<file path="src/rtl/cv32e40p_pkg2_ft.sv">
// ----------------------------------------------------------------------------
// cv32e40p_pkg2_ft
// Shared constants for the fault-tolerance status manager: register offsets,
// PENDING bit positions, the maximum number of monitored blocks, and the
// register address decoder used by the top level.
// ----------------------------------------------------------------------------
package cv32e40p_pkg2_ft;

  localparam int unsigned FT_N_BLOCKS_MAX = 8;

  localparam logic [7:0] FT_ADDR_STATUS    = 8'h00;
  localparam logic [7:0] FT_ADDR_FATAL     = 8'h04;
  localparam logic [7:0] FT_ADDR_PENDING   = 8'h08;
  localparam logic [7:0] FT_ADDR_ENABLE    = 8'h0C;
  localparam logic [7:0] FT_ADDR_MASK_BASE = 8'h10;
  localparam logic [7:0] FT_ADDR_DET_BASE  = 8'h40;
  localparam logic [7:0] FT_ADDR_COR_BASE  = 8'h80;

  localparam int unsigned FT_PEND_BROKEN = 0;
  localparam int unsigned FT_PEND_FATAL  = 1;

  typedef enum logic [2:0] {
    FT_SEL_NONE,
    FT_SEL_STATUS,
    FT_SEL_FATAL,
    FT_SEL_PENDING,
    FT_SEL_ENABLE,
    FT_SEL_MASK,
    FT_SEL_DET,
    FT_SEL_COR
  } ft_sel_e;

  typedef struct packed {
    ft_sel_e    sel;
    logic [2:0] idx;
  } ft_dec_t;

  function automatic logic [1:0] ft_popcnt3(input logic [2:0] v);
    return 2'(v[0]) + 2'(v[1]) + 2'(v[2]);
  endfunction

  // Decodes a word address into a register select and block index.
  // Per-block banks beyond n_blocks decode to FT_SEL_NONE.
  function automatic ft_dec_t ft_decode(input logic [5:0] word,
                                        input int unsigned n_blocks);
    ft_dec_t    d;
    logic [5:0] rel_mask;
    logic [5:0] rel_det;
    logic [5:0] rel_cor;
    d.sel    = FT_SEL_NONE;
    d.idx    = '0;
    rel_mask = word - FT_ADDR_MASK_BASE[7:2];
    rel_det  = word - FT_ADDR_DET_BASE[7:2];
    rel_cor  = word - FT_ADDR_COR_BASE[7:2];
    if (word == FT_ADDR_STATUS[7:2]) begin
      d.sel = FT_SEL_STATUS;
    end else if (word == FT_ADDR_FATAL[7:2]) begin
      d.sel = FT_SEL_FATAL;
    end else if (word == FT_ADDR_PENDING[7:2]) begin
      d.sel = FT_SEL_PENDING;
    end else if (word == FT_ADDR_ENABLE[7:2]) begin
      d.sel = FT_SEL_ENABLE;
    end else if (word >= FT_ADDR_MASK_BASE[7:2] && 32'(rel_mask) < n_blocks) begin
      d.sel = FT_SEL_MASK;
      d.idx = rel_mask[2:0];
    end else if (word >= FT_ADDR_DET_BASE[7:2] && 32'(rel_det) < n_blocks) begin
      d.sel = FT_SEL_DET;
      d.idx = rel_det[2:0];
    end else if (word >= FT_ADDR_COR_BASE[7:2] && 32'(rel_cor) < n_blocks) begin
      d.sel = FT_SEL_COR;
      d.idx = rel_cor[2:0];
    end
    return d;
  endfunction

endpackage

</file>
<file path="src/rtl/cv32e40p_ft_sat_counter.sv">
// ----------------------------------------------------------------------------
// cv32e40p_ft_sat_counter
// Saturating up-counter with synchronous clear; clear wins over increment.
//   clk, rst_n : clock, asynchronous active-low reset
//   inc_i      : increment by one this cycle (holds at all-ones)
//   clr_i      : clear to zero this cycle
//   cnt_o      : current count
// ----------------------------------------------------------------------------
module cv32e40p_ft_sat_counter #(
  parameter int unsigned CNT_W = 16
) (
  input  logic             clk,
  input  logic             rst_n,
  input  logic             inc_i,
  input  logic             clr_i,
  output logic [CNT_W-1:0] cnt_o
);

  logic [CNT_W-1:0] cnt_q;
  logic [CNT_W-1:0] cnt_d;

  always_comb begin
    cnt_d = cnt_q;
    if (clr_i) begin
      cnt_d = '0;
    end else if (inc_i && (cnt_q != '1)) begin
      cnt_d = cnt_q + CNT_W'(1);
    end
  end

  always_ff @(posedge clk or negedge rst_n) begin
    if (!rst_n) begin
      cnt_q <= '0;
    end else begin
      cnt_q <= cnt_d;
    end
  end

  assign cnt_o = cnt_q;

endmodule

</file>
<file path="src/rtl/cv32e40p_ft_status_manager.sv">
// ----------------------------------------------------------------------------
// cv32e40p_ft_status_manager
// Software-visible status/control for N_BLOCKS triplicated blocks: per-block
// error counters, breakage status, force-broken masks and an interrupt.
//   clk, rst_n        : clock, asynchronous active-low reset
//   err_detected_i    : per-block voter error-detected flag
//   err_corrected_i   : per-block voter error-corrected flag
//   is_broken_i       : per-block 3-bit replica-broken flags (block k at [3k+:3])
//   set_broken_o      : per-block 3-bit force-broken drive (block k at [3k+:3])
//   req_i/we_i/addr_i/wdata_i : register access request
//   gnt_o             : grant (same cycle as request)
//   rvalid_o/rdata_o  : response, one cycle after the request
//   irq_o             : level interrupt, |(PENDING & ENABLE), registered
// ----------------------------------------------------------------------------
module cv32e40p_ft_status_manager
  import cv32e40p_pkg2_ft::*;
#(
  parameter int unsigned N_BLOCKS = 4,
  parameter int unsigned CNT_W    = 16
) (
  input  logic                  clk,
  input  logic                  rst_n,
  input  logic [N_BLOCKS-1:0]   err_detected_i,
  input  logic [N_BLOCKS-1:0]   err_corrected_i,
  input  logic [3*N_BLOCKS-1:0] is_broken_i,
  output logic [3*N_BLOCKS-1:0] set_broken_o,
  input  logic                  req_i,
  input  logic                  we_i,
  input  logic [7:0]            addr_i,
  input  logic [31:0]           wdata_i,
  output logic                  gnt_o,
  output logic                  rvalid_o,
  output logic [31:0]           rdata_o,
  output logic                  irq_o
);

  ft_dec_t dec;
  logic    wr_en;
  logic    unused_ok;

  assign dec       = ft_decode(addr_i[7:2], N_BLOCKS);
  assign wr_en     = req_i & we_i;
  assign gnt_o     = req_i & rst_n;
  assign unused_ok = ^{addr_i[1:0], wdata_i[31:3]};

  // Views padded to the maximum block count so a 3-bit index is always legal.
  logic [2:0]       brk_v  [FT_N_BLOCKS_MAX];
  logic [2:0]       mask_v [FT_N_BLOCKS_MAX];
  logic [CNT_W-1:0] det_v  [FT_N_BLOCKS_MAX];
  logic [CNT_W-1:0] cor_v  [FT_N_BLOCKS_MAX];

  logic [2:0]          mask_q [N_BLOCKS];
  logic [2:0]          mask_d [N_BLOCKS];
  logic [N_BLOCKS-1:0] status;
  logic [N_BLOCKS-1:0] fatal;

  for (genvar g = 0; g < FT_N_BLOCKS_MAX; g++) begin : g_blk
    if (g < N_BLOCKS) begin : g_on
      logic det_clr;
      logic cor_clr;

      assign brk_v[g]  = is_broken_i[3*g +: 3];
      assign mask_v[g] = mask_q[g];
      assign status[g] = |brk_v[g];
      assign fatal[g]  = ft_popcnt3(brk_v[g]) >= 2'd2;
      assign set_broken_o[3*g +: 3] = mask_q[g];

      assign det_clr = wr_en && (dec.sel == FT_SEL_DET) && (dec.idx == 3'(g));
      assign cor_clr = wr_en && (dec.sel == FT_SEL_COR) && (dec.idx == 3'(g));

      cv32e40p_ft_sat_counter #(.CNT_W(CNT_W)) u_det_cnt (
        .clk   (clk),
        .rst_n (rst_n),
        .inc_i (err_detected_i[g]),
        .clr_i (det_clr),
        .cnt_o (det_v[g])
      );

      cv32e40p_ft_sat_counter #(.CNT_W(CNT_W)) u_cor_cnt (
        .clk   (clk),
        .rst_n (rst_n),
        .inc_i (err_corrected_i[g]),
        .clr_i (cor_clr),
        .cnt_o (cor_v[g])
      );
    end else begin : g_off
      assign brk_v[g]  = '0;
      assign mask_v[g] = '0;
      assign det_v[g]  = '0;
      assign cor_v[g]  = '0;
    end
  end

  logic [3*N_BLOCKS-1:0] brk_prev_q;
  logic [N_BLOCKS-1:0]   fatal_prev_q;
  logic [1:0]            pending_q, pending_d;
  logic [1:0]            enable_q, enable_d;
  logic                  irq_q, irq_d;
  logic                  rvalid_q, rvalid_d;
  logic [31:0]           rdata_q, rdata_d;
  logic                  mask_wr_ok;
  logic                  brk_rise;
  logic                  fatal_rise;

  // A mask write is accepted only if at least two replicas stay healthy
  // once combined with the replicas already reported broken.
  always_comb begin
    mask_wr_ok = ft_popcnt3(wdata_i[2:0] | brk_v[dec.idx]) <= 2'd1;
    for (int unsigned k = 0; k < N_BLOCKS; k++) begin
      mask_d[k] = mask_q[k];
      if (wr_en && (dec.sel == FT_SEL_MASK) && (dec.idx == 3'(k)) && mask_wr_ok) begin
        mask_d[k] = wdata_i[2:0];
      end
    end
  end

  always_comb begin
    brk_rise   = |(is_broken_i & ~brk_prev_q);
    fatal_rise = |(fatal & ~fatal_prev_q);

    // Clear first, then set, so a same-cycle event survives the W1C.
    pending_d = pending_q;
    if (wr_en && (dec.sel == FT_SEL_PENDING)) begin
      pending_d = pending_q & ~wdata_i[1:0];
    end
    if (brk_rise) begin
      pending_d[FT_PEND_BROKEN] = 1'b1;
    end
    if (fatal_rise) begin
      pending_d[FT_PEND_FATAL] = 1'b1;
    end

    enable_d = enable_q;
    if (wr_en && (dec.sel == FT_SEL_ENABLE)) begin
      enable_d = wdata_i[1:0];
    end

    irq_d    = |(pending_q & enable_q);
    rvalid_d = req_i;

    rdata_d = '0;
    if (req_i && !we_i) begin
      case (dec.sel)
        FT_SEL_STATUS:  rdata_d = 32'(status);
        FT_SEL_FATAL:   rdata_d = 32'(fatal);
        FT_SEL_PENDING: rdata_d = {30'b0, pending_q};
        FT_SEL_ENABLE:  rdata_d = {30'b0, enable_q};
        FT_SEL_MASK:    rdata_d = {25'b0, brk_v[dec.idx], 1'b0, mask_v[dec.idx]};
        FT_SEL_DET:     rdata_d = 32'(det_v[dec.idx]);
        FT_SEL_COR:     rdata_d = 32'(cor_v[dec.idx]);
        default:        rdata_d = '0;
      endcase
    end
  end

  always_ff @(posedge clk or negedge rst_n) begin
    if (!rst_n) begin
      for (int unsigned k = 0; k < N_BLOCKS; k++) begin
        mask_q[k] <= '0;
      end
      brk_prev_q   <= '0;
      fatal_prev_q <= '0;
      pending_q    <= '0;
      enable_q     <= '0;
      irq_q        <= 1'b0;
      rvalid_q     <= 1'b0;
      rdata_q      <= '0;
    end else begin
      for (int unsigned k = 0; k < N_BLOCKS; k++) begin
        mask_q[k] <= mask_d[k];
      end
      brk_prev_q   <= is_broken_i;
      fatal_prev_q <= fatal;
      pending_q    <= pending_d;
      enable_q     <= enable_d;
      irq_q        <= irq_d;
      rvalid_q     <= rvalid_d;
      rdata_q      <= rdata_d;
    end
  end

  assign rvalid_o = rvalid_q;
  assign rdata_o  = rdata_q;
  assign irq_o    = irq_q;

endmodule

</file>
<file path="config.mk">
export PLATFORM = sky130hd
export DESIGN_NAME = cv32e40p_ft_status_manager
export DESIGN_NICKNAME = d
export VERILOG_FILES = /design/src/rtl/cv32e40p_pkg2_ft.sv /design/src/rtl/cv32e40p_ft_sat_counter.sv /design/src/rtl/cv32e40p_ft_status_manager.sv
export SDC_FILE = /design/constraint.sdc
export NUM_CORES = 1
export LEC_CHECK = 0
export ABC_AREA = 1
export CORE_MARGIN = 10
export CORE_UTILIZATION = 50
export CTS_CLUSTER_SIZE = 16
export DETAILED_ROUTE_END_ITERATION = 16
export HOLD_SLACK_MARGIN = 0.05
export PLACE_DENSITY = 0.71
export SYNTH_ARGS = -nofsm -noshare
export SYNTH_HDL_FRONTEND = slang
export SYNTH_HIERARCHICAL = 1
export SYNTH_SLANG_ARGS = --single-unit
</file>
<file path="constraint.sdc">
create_clock -name clk -period 2.79 [get_ports clk]
set_input_delay 0.4185 -clock clk [delete_from_list [all_inputs] [get_ports clk]]
set_output_delay 0.4185 -clock clk [all_outputs]
set_load 0.1 [all_outputs]
</file>
==> results.ini <==
[run_status]
outcome=complete, no violations

[routing]
drt-initial-drc-count=1143
num_vias=11370
ant_nets=0
wl_per_cell_um=16.14
routed_wl_mm=33.63
detail_route.vias_per_cell=5.458
route.detailed.drc=0
dr.pass1.iters=5

[critical_path]
start_kind=primary input
reg2reg_depth=8
critPathKind=in2reg
cp.arrival_ps=2730
regToRegSetupSlack_ps=740
r2r_start=g_blk[2].g_on.u_cor_cnt/cnt_o[0]
crit_start=addr_i[6]
required_ps=3170
crit_end=set_broken_o[7]
cp_max_fo=11
crit_path_end_kind=register
reg2reg_to=g_blk[2].g_on.u_cor_cnt/cnt_o[10]

[final_layout]
mostFrequentLayoutCells=nand2_1, dfrtp_1, nand3_1, nor2_1, inv_1
final_common_cell=nand2_1
fillCellCount=2233
finish.utilization_pct=56.86
instances_no_fill=2083
num_antenna_cells=0
syn2layout_area_growth_pct=11.93
design_area_sq_mm=0.01331
layout.nets=1829
drive_above_1_share_pct=11.22

[clocking]
cts_root_buf=clkbuf_16
cts_buffers=17
cts_sinks=178
clk-insertion-delay-late_ps=440
cts_max_level=4
post_cts_buffers=0
cts_resized=0
postCtsHoldBufs=0
clk_pin_slew_worst_paths_ps=70
cts_tree=built
cts_max_path_buffers=2

[sta]
maxSlewHeadroom_pct=41.98
min_period_over_period_pct=84.03
tns_ps=0
fin_worst_skew_ps=9.511
fmax_mhz=426.6
rsz0062_at_grt=false
period_needed_ps=2344
finalSetupViolations=0
hold_viol_final=0
slew_viol_final=0
tightestPinTransition_ps=867.1
finalWorstSetupSlack_ps=445.7

[pwr]
leakage_nw=6.448
netSwitchingFraction_pct=33.89
ir_drop_mv=0.3713
p_int_w=0.004756
combPwrFrac_pct=19.8
p_clk_share_pct=35.1
p_switching_w=0.002438
powerDensity_mw_per_mm2=540.6
p_seq_share_pct=45.1

[yosys]
syn-cell-area_sq_mm=0.01189
synth_edf_count=0
ys_types=38
synthCells=1682
yosys_most_used_dff=dfrtp_1
synth-seq-area-share_pct=37.47
ys_ff_latch=178
yosysWarnings=6
async_flop_share_pct=100.0
post_synth.cell_area_avg_sq_um=7.068

[placement]
place_inst=2052
dpl-instance-area_sq_mm=0.01270
port_buffers=63
pre_cts_ws_ps=47.96
place_congestion=0.9267
hpwlAfterDp_mm=24.87

[grt]
grt_first_pass_wirelength_mm=55.11
grt_overflow=0
grt_max_degree=135
track_usage_pct=21.88
grt_pass1_vias=10630
antenna_found_initial=0

[die]
coreArea_sq_mm=0.02340
start_util_pct=50.80
rows=56
dieArea_sq_mm=0.03035
boundaryPins=111
die_y_um=174.2
dieWidth_um=174.2

[flow_run]
drv_cap=0

[min_path]
hold_path_class=in2async

-- power by group through the flow --
stage	combinational, W	sequential [W]	clock (W)
global placement	0.00137	0.00327	0
finish	0.00142	0.00325	0.00253
CTS	0.00142	0.00323	0.00256
detailed placement	0.00141	0.00328	0
global route	0.00159	0.00329	0.00268
floorplan	0.00103	0.00323	0
-- stage by stage --
step | hold slack, ps | power, W
2_1_floorplan | 122.9 | 0.004264
3_3_place_gp | 474.4 | 0.004646
3_5_place_dp | 480.9 | 0.004692
4_1_cts | 94.72 | 0.007213
5_1_grt | 118.9 | 0.007550
6_report | 75.17 | 0.007194
-- worst min-delay path by stage --
| stage | end | slack, ps | depth (start not counted) | start |
|---|---|---|---|---|
| 5_1_grt | set_broken_o[7] | 120 | 2 | rst_n |
| 2_1_floorplan | brk_prev_q[0] | 120 | 0 | rst_n |
| 6_report | set_broken_o[3] | 80 | 2 | rst_n |
| 4_1_cts | set_broken_o[9] | 90 | 2 | rst_n |
| 3_3_place_gp | enable_q[1] | 470 | 2 | enable_q[1] |
| 3_5_place_dp | enable_q[1] | 480 | 2 | enable_q[1] |
-- area by class of cell --
cell class | count | area, sq um | area share, %
Clock buffer | 18 | 429.2 | 3.225
Clock inverter | 13 | 175.2 | 1.316
Inverter | 148 | 575.6 | 4.325
Tap cell | 319 | 399.1 | 2.999
Timing Repair Buffer | 104 | 887.1 | 6.666
Multi-Input combinational cell | 1303 | 6387 | 48.00
Sequential cell | 178 | 4454 | 33.47
-- flip-flops by register name, summed over array words and instances, names as in the netlist --
name and count:
g_blk.g_on.u_cor_cnt/cnt_o 64, g_blk.g_on.u_det_cnt/cnt_o 64, rdata_o 16, brk_prev_q 12, set_broken_o 12, fatal_prev_q 4
enable_q 2, pending_q 2, irq_o 1, rvalid_o 1
-- logic make-up after synthesis --
group | after synthesis | synth area share, %
AOI/OAI and AO/OA | 100 | 5.525
xor gates and xnor gates | 40 | 2.947
adders and majority gates | 13 | 1.368
buffers and inverters | 216 | 9.282
DFF | 178 | 37.47
other | 1 | 0.03154
and+or+nand+nor | 1134 | 43.38
-- routing by layer --
metal  up-vias  GRT usage (%)  share of wire (%)
li1       5577              -                  -
met1      5315          30.72                 46
met2       425          33.85                 45
met3        52          3.749                7.1
met4         0          6.234                2.0
met5         -              0                  0
-- critical path: stages --
cell and delay (ps):
clkdlybuf4s50_1 480, nor2_1 200, nand2_2 100, nand2_4 120
nand2_2 80, nand2_1 60, nand4_1 130, or2_2 310
ha_1 200, inv_1 250, buf_4 190, nand4_1 90
nand2_1 90
-- synth_stat cells, types with 17 or more instances --
cell	instances	area [sq um]
nor2_4	17	191.4
a21oi_1	21	105.1
nand2_2	21	131.4
xor2_1	24	210.2
buf_2	21	105.1
dfrtp_1	178	4454
inv_1	128	480.5
buf_4	25	187.7
nand3_1	177	885.9
nand2_1	611	2293
o21ai_0	41	205.2
nand4_1	120	750.7
nor2_1	142	533.0
nand2_4	18	202.7
No activity file was read; power rests on OpenSTA's default activity.
